--- config.mk ---
export PLATFORM = sky130hd
export DESIGN_NAME = ex_div
export DESIGN_NICKNAME = d
export VERILOG_FILES = /design/src/rtl/ex_div.sv
export SDC_FILE = /design/constraint.sdc
export NUM_CORES = 1
export LEC_CHECK = 0
export ABC_CLOCK_PERIOD_IN_PS = 13000
export BUFFER_PORTS_ARGS = -buffer_cell sky130_fd_sc_hd__buf_2
export CORE_UTILIZATION = 55
export CTS_BUF_LIST = sky130_fd_sc_hd__clkbuf_8
export DETAILED_ROUTE_END_ITERATION = 6
export PLACE_DENSITY = 0.82
export SKIP_LAST_GASP = 1
export SLEW_MARGIN = 5
export SYNTH_ARGS = -nofsm -noshare
export SYNTH_HDL_FRONTEND = slang
export SYNTH_SLANG_ARGS = --single-unit
--- constraint.sdc ---
create_clock -name clk -period 13 [get_ports clk]
set_input_delay 2.6 -clock clk [delete_from_list [all_inputs] [get_ports clk]]
set_output_delay 2.6 -clock clk [all_outputs]
set_load 0.02 [all_outputs]
--- src/rtl/ex_div.sv ---
// rtl/ex_div.sv - iterative radix-2 restoring divider for RV32M DIV/DIVU/REM/REMU
module ex_div #(
  parameter int XLEN = 32
) (
  input  logic            clk,
  input  logic            rst,
  input  logic            start_i,
  input  logic [1:0]      op_i,
  input  logic [XLEN-1:0] dividend_i,
  input  logic [XLEN-1:0] divisor_i,
  input  logic [4:0]      rd_idx_i,
  input  logic            kill_i,
  output logic            stall_o,
  output logic            done_o,
  output logic [XLEN-1:0] result_o,
  output logic [4:0]      rd_idx_o
);

  localparam int CW = $clog2(XLEN);

  typedef enum logic [1:0] {IDLE, CALC, FIXUP, DONE} state_t;

  state_t          state, state_n;
  logic [CW-1:0]   cnt;
  logic [XLEN:0]   rem_q;
  logic [XLEN-1:0] quo_q;
  logic [XLEN-1:0] dsr_q;
  logic [1:0]      op_q;
  logic            sgn_diff_q;
  logic            dnd_neg_q;

  logic            is_signed, dnd_neg, dsr_neg, div_zero, ovf, special, accept;
  logic [XLEN-1:0] dnd_abs, dsr_abs, special_res;
  logic [XLEN:0]   rem_sh, rem_sub;
  logic            rem_ge;
  logic [XLEN-1:0] quo_fix, rem_fix;

  always_comb begin
    is_signed = ~op_i[0];
    dnd_neg   = is_signed & dividend_i[XLEN-1];
    dsr_neg   = is_signed & divisor_i[XLEN-1];
    dnd_abs   = dnd_neg ? -dividend_i : dividend_i;
    dsr_abs   = dsr_neg ? -divisor_i : divisor_i;
    div_zero  = (divisor_i == '0);
    // Most-negative / -1 overflows the quotient; RISC-V defines the result directly.
    ovf       = is_signed & (dividend_i == {1'b1, {(XLEN-1){1'b0}}}) & (&divisor_i);
    special   = div_zero | ovf;
    if (div_zero)
      special_res = op_i[1] ? dividend_i : '1;
    else
      special_res = op_i[1] ? '0 : dividend_i;
    accept    = (state == IDLE) & start_i & ~kill_i;
  end

  always_comb begin
    rem_sh  = {rem_q[XLEN-1:0], quo_q[XLEN-1]};
    rem_sub = rem_sh - {1'b0, dsr_q};
    rem_ge  = (rem_sh >= {1'b0, dsr_q});
    quo_fix = ((op_q == 2'b00) & sgn_diff_q) ? -quo_q : quo_q;
    rem_fix = ((op_q == 2'b10) & dnd_neg_q) ? -rem_q[XLEN-1:0] : rem_q[XLEN-1:0];
  end

  always_ff @(posedge clk or posedge rst) begin
    if (rst) state <= IDLE;
    else     state <= state_n;
  end

  always_comb begin
    state_n = state;
    case (state)
      IDLE:    if (start_i) state_n = special ? DONE : CALC;
      CALC:    if (cnt == '0) state_n = FIXUP;
      FIXUP:   state_n = DONE;
      DONE:    state_n = IDLE;
      default: state_n = IDLE;
    endcase
    if (kill_i) state_n = IDLE;
  end

  always_ff @(posedge clk or posedge rst) begin
    if (rst) begin
      cnt        <= '0;
      rem_q      <= '0;
      quo_q      <= '0;
      dsr_q      <= '0;
      op_q       <= '0;
      sgn_diff_q <= 1'b0;
      dnd_neg_q  <= 1'b0;
      result_o   <= '0;
      rd_idx_o   <= '0;
    end else if (accept) begin
      op_q       <= op_i;
      rd_idx_o   <= rd_idx_i;
      sgn_diff_q <= dnd_neg ^ dsr_neg;
      dnd_neg_q  <= dnd_neg;
      rem_q      <= '0;
      quo_q      <= dnd_abs;
      dsr_q      <= dsr_abs;
      cnt        <= CW'(XLEN-1);
      if (special) result_o <= special_res;
    end else if (state == CALC) begin
      rem_q <= rem_ge ? rem_sub : rem_sh;
      quo_q <= {quo_q[XLEN-2:0], rem_ge};
      cnt   <= cnt - 1'b1;
    end else if (state == FIXUP && !kill_i) begin
      result_o <= op_q[1] ? rem_fix : quo_fix;
    end
  end

  assign stall_o = accept | (state == CALC) | (state == FIXUP);
  assign done_o  = (state == DONE);

endmodule

==> out/summary.txt, run 1 <==
status: finished clean
Yosys warnings: 0
CP Capture Type: output pin
Filler Cell Count: 1863
first-pass GRT wire length: 55.34 mm
Clock Latency Late Sink: 0.46 ns
Vias/cell: 6.280
hold crit path type: flip-flop to flip-flop
Routed WL: 34.28 mm
Seq/Total Area, Yosys: 30.31%
via count: 11400
htree depth: 4
PD cells: 279.1 nW/um^2
Mapped Avg Cell Area: 7.996 sq um
DP HPWL: 25.38 mm
initial core utilization: 56.38%
cell area after layout: 12880 sq um
largest net degree at the start of global routing: 93
CP startpoint kind: input pin
Final ANT Viol Nets: 0
Ports: 114
hold_buf cts: 0
vias in the first global route: 10600
Inserted Clock Buffers: 17
Worst Hold Path Cells: 2
Clk Tree Root Cell: clkbuf_8
Mapped Cells: 1487
Layout Nets: 1646
post-synth top area share: 30.31%
Synth area leader: dfrtp_1
max-slew violations: 0
I/O Buffers: 113
GP Congestion: 0.9549
Post-Layout Cell Count: 1815
crit share post-route: 50.59%
initial antenna violation count: 2
most frequent cell after synthesis: nand2_1
GRT overflow: 0
CP Data Arrival Time: 3.98 ns
library cells used by synthesis: 79
GRT Resource Usage Total: 31.57%
Post-CTS Resized: 0
Req. time, crit path: 10.40 ns
DRT Pass-1 Iters: 6
actual slew at the worst max-slew pin: 1.146 ns
Placement Setup Slack: 6.462 ns
final hold violations: 0
DIE AREA: 22210 sq um
clock tree sinks: 144
Post-CTS Setup Bufs: 0
clk buf depth: 2
CTS clk-pin slew, worst paths: 0.09 ns
most instantiated cells after synthesis: 188 x nand2_1, 160 x o21ai_0, 144 x dfrtp_1
synthesized net count: 1606
Horiz. Die Dim: 149.0 um
top cells by area, synth: dfrtp_1 30%, o21ai_0 6.7%, nand2_1 5.9%
RSZ-0062 raised after global routing: no
final setup vio count: 0
Core Rows: 53
reg2reg path depth: 9
worst vdd ir: 0.0001117 V
CP Class: input pin to output pin
placed insts: 1783
Die Y: 149.0 um
Area Growth Syn to Fin: 8.366%
Max Cap Viol: 0
FF+latch count, synth: 144
Post-synth EDFFs: 0
setup TNS: 0 ns
TritonCTS clock tree: done
fraction of layout cells with a size suffix above 1: 11.63%
number of remaining DRC errors: 0
placed cell areas: 12470 sq um
Fin Clk Skew: 0.01388 ns
Synth async-reset ratio: 100.0%
core area: 21090 sq um
Max Freq: 152.1 MHz
Max-slew headroom: 23.34%
worst-path maximum fanout: 67
post-DR wirelength/cell: 18.88 um
final setup margin: 6.424 ns
DRT iter0 DRCs: 1128
Mapped Area: 11890 sq um
hold slack final: 0.4753 ns
fin crit period: 6.576 ns
Primary FF master, synth: dfrtp_1
LEAKAGE: 5.582 nW
-- report_power, final --
group | internal [mW] | switching [mW]
Sequential | 0.659 | 0.270
Clock | 0.192 | 0.191
Combinational | 0.886 | 1.40
-- cell families after synthesis --
logic type,count (synthesis),share of synthesized area [%]
buffers and inverters,164,5.588
DFF,144,30.31
adders and majority gates,70,6.882
xor gates and xnor gates,147,10.83
AOI/OAI and AO/OA,438,22.75
muxes,52,4.388
and+or+nand+nor,472,19.26
-- worst max-delay path, stage by stage --
cell	delay, ns
buf_2	0.13
inv_1	0.14
nand3_4	0.59
nand3_1	0.31
buf_2	0.20
-- per-layer routing --
| metal | part of all wire [%] | global-route usage [%] |
|---|---|---|
| met1 | 42 | 41.19 |
| met2 | 46 | 51.09 |
| met3 | 8.3 | 6.422 |
| met4 | 3.2 | 12.65 |
| met5 | 0.038 | 0 |
-- registers in the layout, indices dropped and copies added, names as in the netlist, 2 cells and up --
| signal | cells |
|---|---|
| dsr_q | 32 |
| state | 2 |
| result_o | 32 |
| cnt | 5 |
| rem_q | 32 |
| rd_idx_o | 5 |
| quo_q | 32 |
| op_q | 2 |
-- layout make-up --
cell class | instances | area [sq um] | area share, %
diodes | 1 | 2.502 | 0.01942
clock buffers | 17 | 234.0 | 1.816
flip-flops and latches | 144 | 3603 | 27.97
repair buffers | 120 | 618.1 | 4.797
clock inverters | 14 | 178.9 | 1.389
inverters | 65 | 249.0 | 1.932
multi-input cells | 1179 | 7655 | 59.41
well taps | 275 | 344.1 | 2.670
-- cells in the final DEF, fill, tap and decap left out, drive strengths merged, types with 6 or more instances in the layout --
cell	count
nand3	24
a41oi	8
or3	11
nor2b	8
xor2	80
nor4	21
nand2b	12
clkbuf	17
o211ai	8
o21ai	164
mux2i	51
nor2	106
maj3	26
ha	43
o21bai	6
o31ai	28
dfrtp	144
buf	120
or4	12
a21oi	106
a31oi	20
nor3	25
a21o	18
and3	15
o41ai	14
inv	70
nand2	188
a211oi	28
o22ai	6
nand4	23
xnor2	67
-- through the flow --
step,total power [mW],util (%)
3_5_place_dp,3.160,59.13
2_1_floorplan,2.593,-
3_3_place_gp,3.100,59.13
4_1_cts,3.556,61.09
5_1_grt,3.881,61.09
6_report,3.596,61.10
-- path summary, 6_finish.rpt --
kind                        startpoint          end  slack [ns]
max                             kill_i      stall_o        6.42
min                        rd_idx_o[0]  rd_idx_o[0]        0.48
max reg2reg                  rem_q[10]    rem_q[29]        9.46
min reg2reg                rd_idx_o[0]  rd_idx_o[0]        0.48
max in group asynchronous          rst    dsr_q[22]        9.39
min in group asynchronous          rst     quo_q[2]        2.24
Power figures use the tool's default switching activity.
==> inputs of run 2 (changes only) <==
--- a/config.mk
+++ b/config.mk
@@ -5,12 +5,12 @@
 export SDC_FILE = /design/constraint.sdc
 export NUM_CORES = 1
 export LEC_CHECK = 0
-export ABC_CLOCK_PERIOD_IN_PS = 13000
+export ABC_CLOCK_PERIOD_IN_PS = 5900
 export BUFFER_PORTS_ARGS = -buffer_cell sky130_fd_sc_hd__buf_2
 export CORE_UTILIZATION = 55
 export CTS_BUF_LIST = sky130_fd_sc_hd__clkbuf_8
 export DETAILED_ROUTE_END_ITERATION = 6
-export PLACE_DENSITY = 0.82
+export PLACE_DENSITY = 0.85
 export SKIP_LAST_GASP = 1
 export SLEW_MARGIN = 5
 export SYNTH_ARGS = -nofsm -noshare
==> constraint.sdc (replaced) <==
create_clock -name clk -period 5.9 [get_ports clk]
set_input_delay 1.18 -clock clk [delete_from_list [all_inputs] [get_ports clk]]
set_output_delay 1.18 -clock clk [all_outputs]
set_load 0.02 [all_outputs]
==> out/summary.txt, run 2 (synthesis gave the netlist of run 1 again) <==
initial antenna violation count: 0
GP Congestion: 0.9550
CTS clk-pin slew, worst paths: 0.09 ns
Req. time, crit path: 6.30 ns
first-pass GRT wire length: 55.50 mm
max-slew violations: 0
Horiz. Die Dim: 149.0 um
DP HPWL: 25.78 mm
metal2 WL: 15.89 mm
post-DR wirelength/cell: 18.97 um
TritonCTS clock tree: done
hold_sp: dsr_q[22]
DRT iter0 DRCs: 1135
top routing layer in use: met4
Area Growth Syn to Fin: 8.239%
M1 wire length: 14.35 mm
Clk Tree Root Cell: clkbuf_8
most common cell after layout, fill and taps aside: nand2_1
Final ANT Viol Nets: 0
clock tree sinks: 144
CP startpoint kind: input pin
commonest non-fill, non-tap cells in the layout: 188 x nand2_1, 160 x o21ai_0, 144 x dfrtp_1
largest net degree at the start of global routing: 104
Max Freq: 256.0 MHz
fraction of layout cells with a size suffix above 1: 11.57%
Fin Clk Skew: 0.02213 ns
number of remaining DRC errors: 0
Die Y: 149.0 um
final hold violations: 0
Ports: 114
Routed WL: 34.42 mm
Layout Nets: 1646
PD cells: 610.7 nW/um^2
multi-input logic area: 7655 sq um
initial core utilization: 56.38%
cell area after layout: 12870 sq um
metal3 WL: 2.860 mm
placed cell areas: 12480 sq um
crit share post-route: 66.22%
Register Area: 3603 sq um
reg2reg start: rem_q[7]
Inserted Clock Buffers: 17
vias in the first global route: 10740
# diodes: 0
RSZ-0062 raised after global routing: no
CP Class: input pin to flip-flop
Core Rows: 53
Post-CTS Resized: 0
clk buf depth: 2
Clock Latency Late Sink: 0.48 ns
DRT Pass-1 Iters: 6
via count: 11450
setup TNS: 0 ns
worst-path maximum fanout: 64
DIE AREA: 22210 sq um
actual slew at the worst max-slew pin: 1.184 ns
hold crit path type: flip-flop to flip-flop
Max Cap Viol: 0
Max-slew headroom: 20.89%
Post-CTS Setup Bufs: 0
final setup vio count: 0
CP Data Arrival Time: 4.30 ns
fin crit period: 3.907 ns
htree depth: 4
GRT Resource Usage Total: 31.73%
GRT overflow: 0
hold_buf cts: 0
Filler Cell Count: 1895
worst vdd ir: 0.0002793 V
status: finished clean
critical path startpoint: divisor_i[0]
LEAKAGE: 5.577 nW
I/O Buffers: 113
core area: 21090 sq um
Vias/cell: 6.313
CP Capture Type: flip-flop
run 2: cell count changes in the layout (fill, tap and decap cells not counted):
cell and change:
inv_1 +1, diode_2 -1, inv_6 -4, buf_4 -1
buf_12 +1, clkinv_4 +2, clkbuf_8 +1, bufinv_16 -1
clkinv_2 +1
run 2: cell type report:
type | count | share of cell area, %
clock buffers | 18 | 1.925
inverters | 65 | 1.935
flip-flops and latches | 144 | 28.00
multi-input cells | 1179 | 59.48
clock inverters | 13 | 1.089
well taps | 275 | 2.674
repair buffers | 120 | 4.900
run 2: power breakdown:
| part | leakage, nW | total [mW] | internal, mW | switching [mW] |
|---|---|---|---|---|
| clock | 0.192 | 0.793 | 0.384 | 0.409 |
| combinational | 3.61 | 5.01 | 1.95 | 3.05 |
| sequential | 1.78 | 2.06 | 1.45 | 0.608 |
run 2: per-layer routing:
metal  vias to the layer above  global-route usage (%)
met5                         -                       0
li1                       5413                       -
met1                      5360                   40.72
met3                       107                   6.269
met2                       572                   51.72
met4                         0                   14.03
run 2: worst paths after layout:
check / slack [ns] / cells past startpoint / to
min in group asynchronous: 0.86 / 2 / quo_q[4]
max reg2reg: 2.33 / 9 / rem_q[29]
min: 0.48 / 2 / dsr_q[22]
max: 1.99 / 12 / result_o[20]
min reg2reg: 0.48 / 2 / dsr_q[22]
max in group asynchronous: 3.85 / 3 / quo_q[28]
run 2: critical path: stages:
cell	delay (ns)
buf_2	0.13
inv_1	0.07
ha_1	0.20
nor4b_1	0.48
nand4b_1	0.52
nor4_4	0.45
a41o_2	0.22
o211ai_4	0.07
buf_4	0.33
nor2_1	0.38
o211ai_1	0.14
o211ai_1	0.12
run 2: per-stage QoR:
step / util [%] / worst slack (ns) / power (mW) / hold slack (ns) / instances
after floorplan: - / 0.8537 / 5.714 / 0.4498 / 1487
after global placement: 59.19 / 1.785 / 6.797 / 0.4551 / 1783
after detailed placement: 59.19 / 1.577 / 6.949 / 0.4653 / 1783
after CTS: 61.03 / 2.077 / 7.759 / 0.4866 / 1814
after global routing: 61.03 / 1.628 / 8.454 / 0.5056 / 1814
final: 61.03 / 1.993 / 7.860 / 0.4822 / 1814
==> inputs of run 3 (changes only) <==
--- a/config.mk
+++ b/config.mk
@@ -5,7 +5,7 @@
 export SDC_FILE = /design/constraint.sdc
 export NUM_CORES = 1
 export LEC_CHECK = 0
-export ABC_CLOCK_PERIOD_IN_PS = 5900
+export ABC_CLOCK_PERIOD_IN_PS = 3500
 export BUFFER_PORTS_ARGS = -buffer_cell sky130_fd_sc_hd__buf_2
 export CORE_UTILIZATION = 55
 export CTS_BUF_LIST = sky130_fd_sc_hd__clkbuf_8
==> constraint.sdc (replaced) <==
create_clock -name clk -period 3.5 [get_ports clk]
set_input_delay 0.7 -clock clk [delete_from_list [all_inputs] [get_ports clk]]
set_output_delay 0.7 -clock clk [all_outputs]
set_load 0.02 [all_outputs]
==> out/summary.txt, run 3 (synthesis gave the netlist of run 1 again) <==
RSZ-0062 raised after global routing: no
Core Rows: 53
Filler Cell Count: 1806
status: finished clean
TritonCTS clock tree: done
Vias/cell: 6.348
Inserted Clock Buffers: 17
vias in the first global route: 11010
top routing layer in use: met4
clock power share: 10.9%
hold_buf cts: 0
Clk Tree Root Cell: clkbuf_8
max-slew violations: 0
initial antenna violation count: 0
M1 wire length: 14.62 mm
metal3 WL: 3.316 mm
CP Data Arrival Time: 3.60 ns
clock tree sinks: 144
fin crit period: 3.282 ns
PD cells: 1036 nW/um^2
initial core utilization: 56.38%
Int Power: 6.848 mW
Max Cap Viol: 0
Net Sw Power: 7.016 mW
final hold violations: 0
GP Congestion: 0.9822
Req. time, crit path: 3.82 ns
I/O Buffers: 113
hold crit path type: input pin to asynchronous set/reset pin
CP Capture Type: flip-flop
post-DR wirelength/cell: 19.13 um
Max-slew headroom: 45.99%
metal2 WL: 16.30 mm
clk buf depth: 2
CP startpoint kind: flip-flop
fraction of layout cells with a size suffix above 1: 14.68%
Layout Nets: 1700
DIE AREA: 22210 sq um
worst-path maximum fanout: 23
largest net degree at the start of global routing: 75
Routed WL: 35.75 mm
Post-CTS Setup Bufs: 0
Horiz. Die Dim: 149.0 um
Fin Clk Skew: 0.01563 ns
Die Y: 149.0 um
fin util: 63.44%
setup TNS: 0 ns
DRT Pass-1 Iters: 6
# diodes: 0
CTS clk-pin slew, worst paths: 0.09 ns
Max Freq: 304.7 MHz
actual slew at the worst max-slew pin: 0.8084 ns
DP HPWL: 26.73 mm
htree depth: 4
Net Sw Frac: 50.61%
DRT iter0 DRCs: 1278
commonest non-fill, non-tap cells in the layout: 188 x nand2_1, 160 x o21ai_0, 144 x dfrtp_1
Clock Latency Late Sink: 0.48 ns
LEAKAGE: 5.880 nW
GRT Resource Usage Total: 32.70%
Final ANT Viol Nets: 0
worst vdd ir: 0.0004141 V
total power: 13.86 mW
most common cell after layout, fill and taps aside: nand2_1
first-pass GRT wire length: 57.37 mm
crit share post-route: 93.78%
CP Class: flip-flop to flip-flop
final setup vio count: 0
number of remaining DRC errors: 0
Reg power frac: 24.2%
Ports: 114
GRT overflow: 0
core area: 21090 sq um
via count: 11860
combinational power share: 64.9%
Area Growth Syn to Fin: 12.51%
[run 3: layer usage]
layer	vias up	global-route usage (%)
met3	127	5.963
met2	681	53.16
met1	5537	42.29
met4	0	14.64
met5	-	0
li1	5519	-
[run 3: power groups by stage]
stage | clock network (mW) | registers [mW] | logic (mW)
2_1_floorplan | 0 | 3.31 | 6.32
3_3_place_gp | 0 | 3.29 | 8.50
3_5_place_dp | 0 | 3.32 | 8.74
4_1_cts | 1.52 | 3.30 | 8.82
5_1_grt | 1.60 | 3.42 | 9.84
6_report | 1.51 | 3.35 | 9.00
[run 3: timing repair]
action / CTS / global route
resized for setup: 0 / 1
endpoints found under the setup margin: 0 / 1
hold endpoints to repair: 0 / 0
[run 3: stage by stage]
stage	hold slack (ns)	area (sq um)	setup slack [ns]	std cells
5_1_grt	0.4038	13380	0.02457	1869
3_5_place_dp	0.4618	12920	0.1022	1837
4_1_cts	0.3856	13370	0.2447	1869
6_report	0.3663	13380	0.2175	1869
2_1_floorplan	0.4498	11890	0.6182	1487
3_3_place_gp	0.4560	12920	0.2508	1837
[run 3: worst paths after layout]
check,cells after the start,startpoint,to,slack (ns)
worst min register to register,2,result_o[5],result_o[5],0.48
worst min-delay path,2,rst,rem_q[12],0.37
worst max-delay path,10,rem_q[5],rem_q[8],0.22
max in group asynchronous,3,rst,result_o[23],2.40
worst max register to register,10,rem_q[5],rem_q[8],0.22
min in group clk,3,rd_idx_i[0],rd_idx_o[0],0.41
[run 3: final cells by class]
| type | instances | area, sq um | area share (%) |
|---|---|---|---|
| tap | 275 | 344.1 | 2.572 |
| clock inverter | 13 | 185.2 | 1.384 |
| clock buffer | 19 | 261.5 | 1.955 |
| multi-input combinational | 1179 | 7662 | 57.28 |
| sequential | 144 | 3603 | 26.94 |
| timing repair buffer | 174 | 1074 | 8.025 |
| inverter | 65 | 247.7 | 1.852 |
[run 3: worst max-delay path: stages, from the launching register on]
cell and delay [ns]:
dfrtp_1 0.49, ha_1 0.43, a21oi_1 0.29, o221ai_1 0.17, a21o_1 0.24, nor2_2 0.26
a2111o_1 0.32, and2_4 0.40, buf_12 0.21, mux2i_1 0.22, a21oi_1 0.09
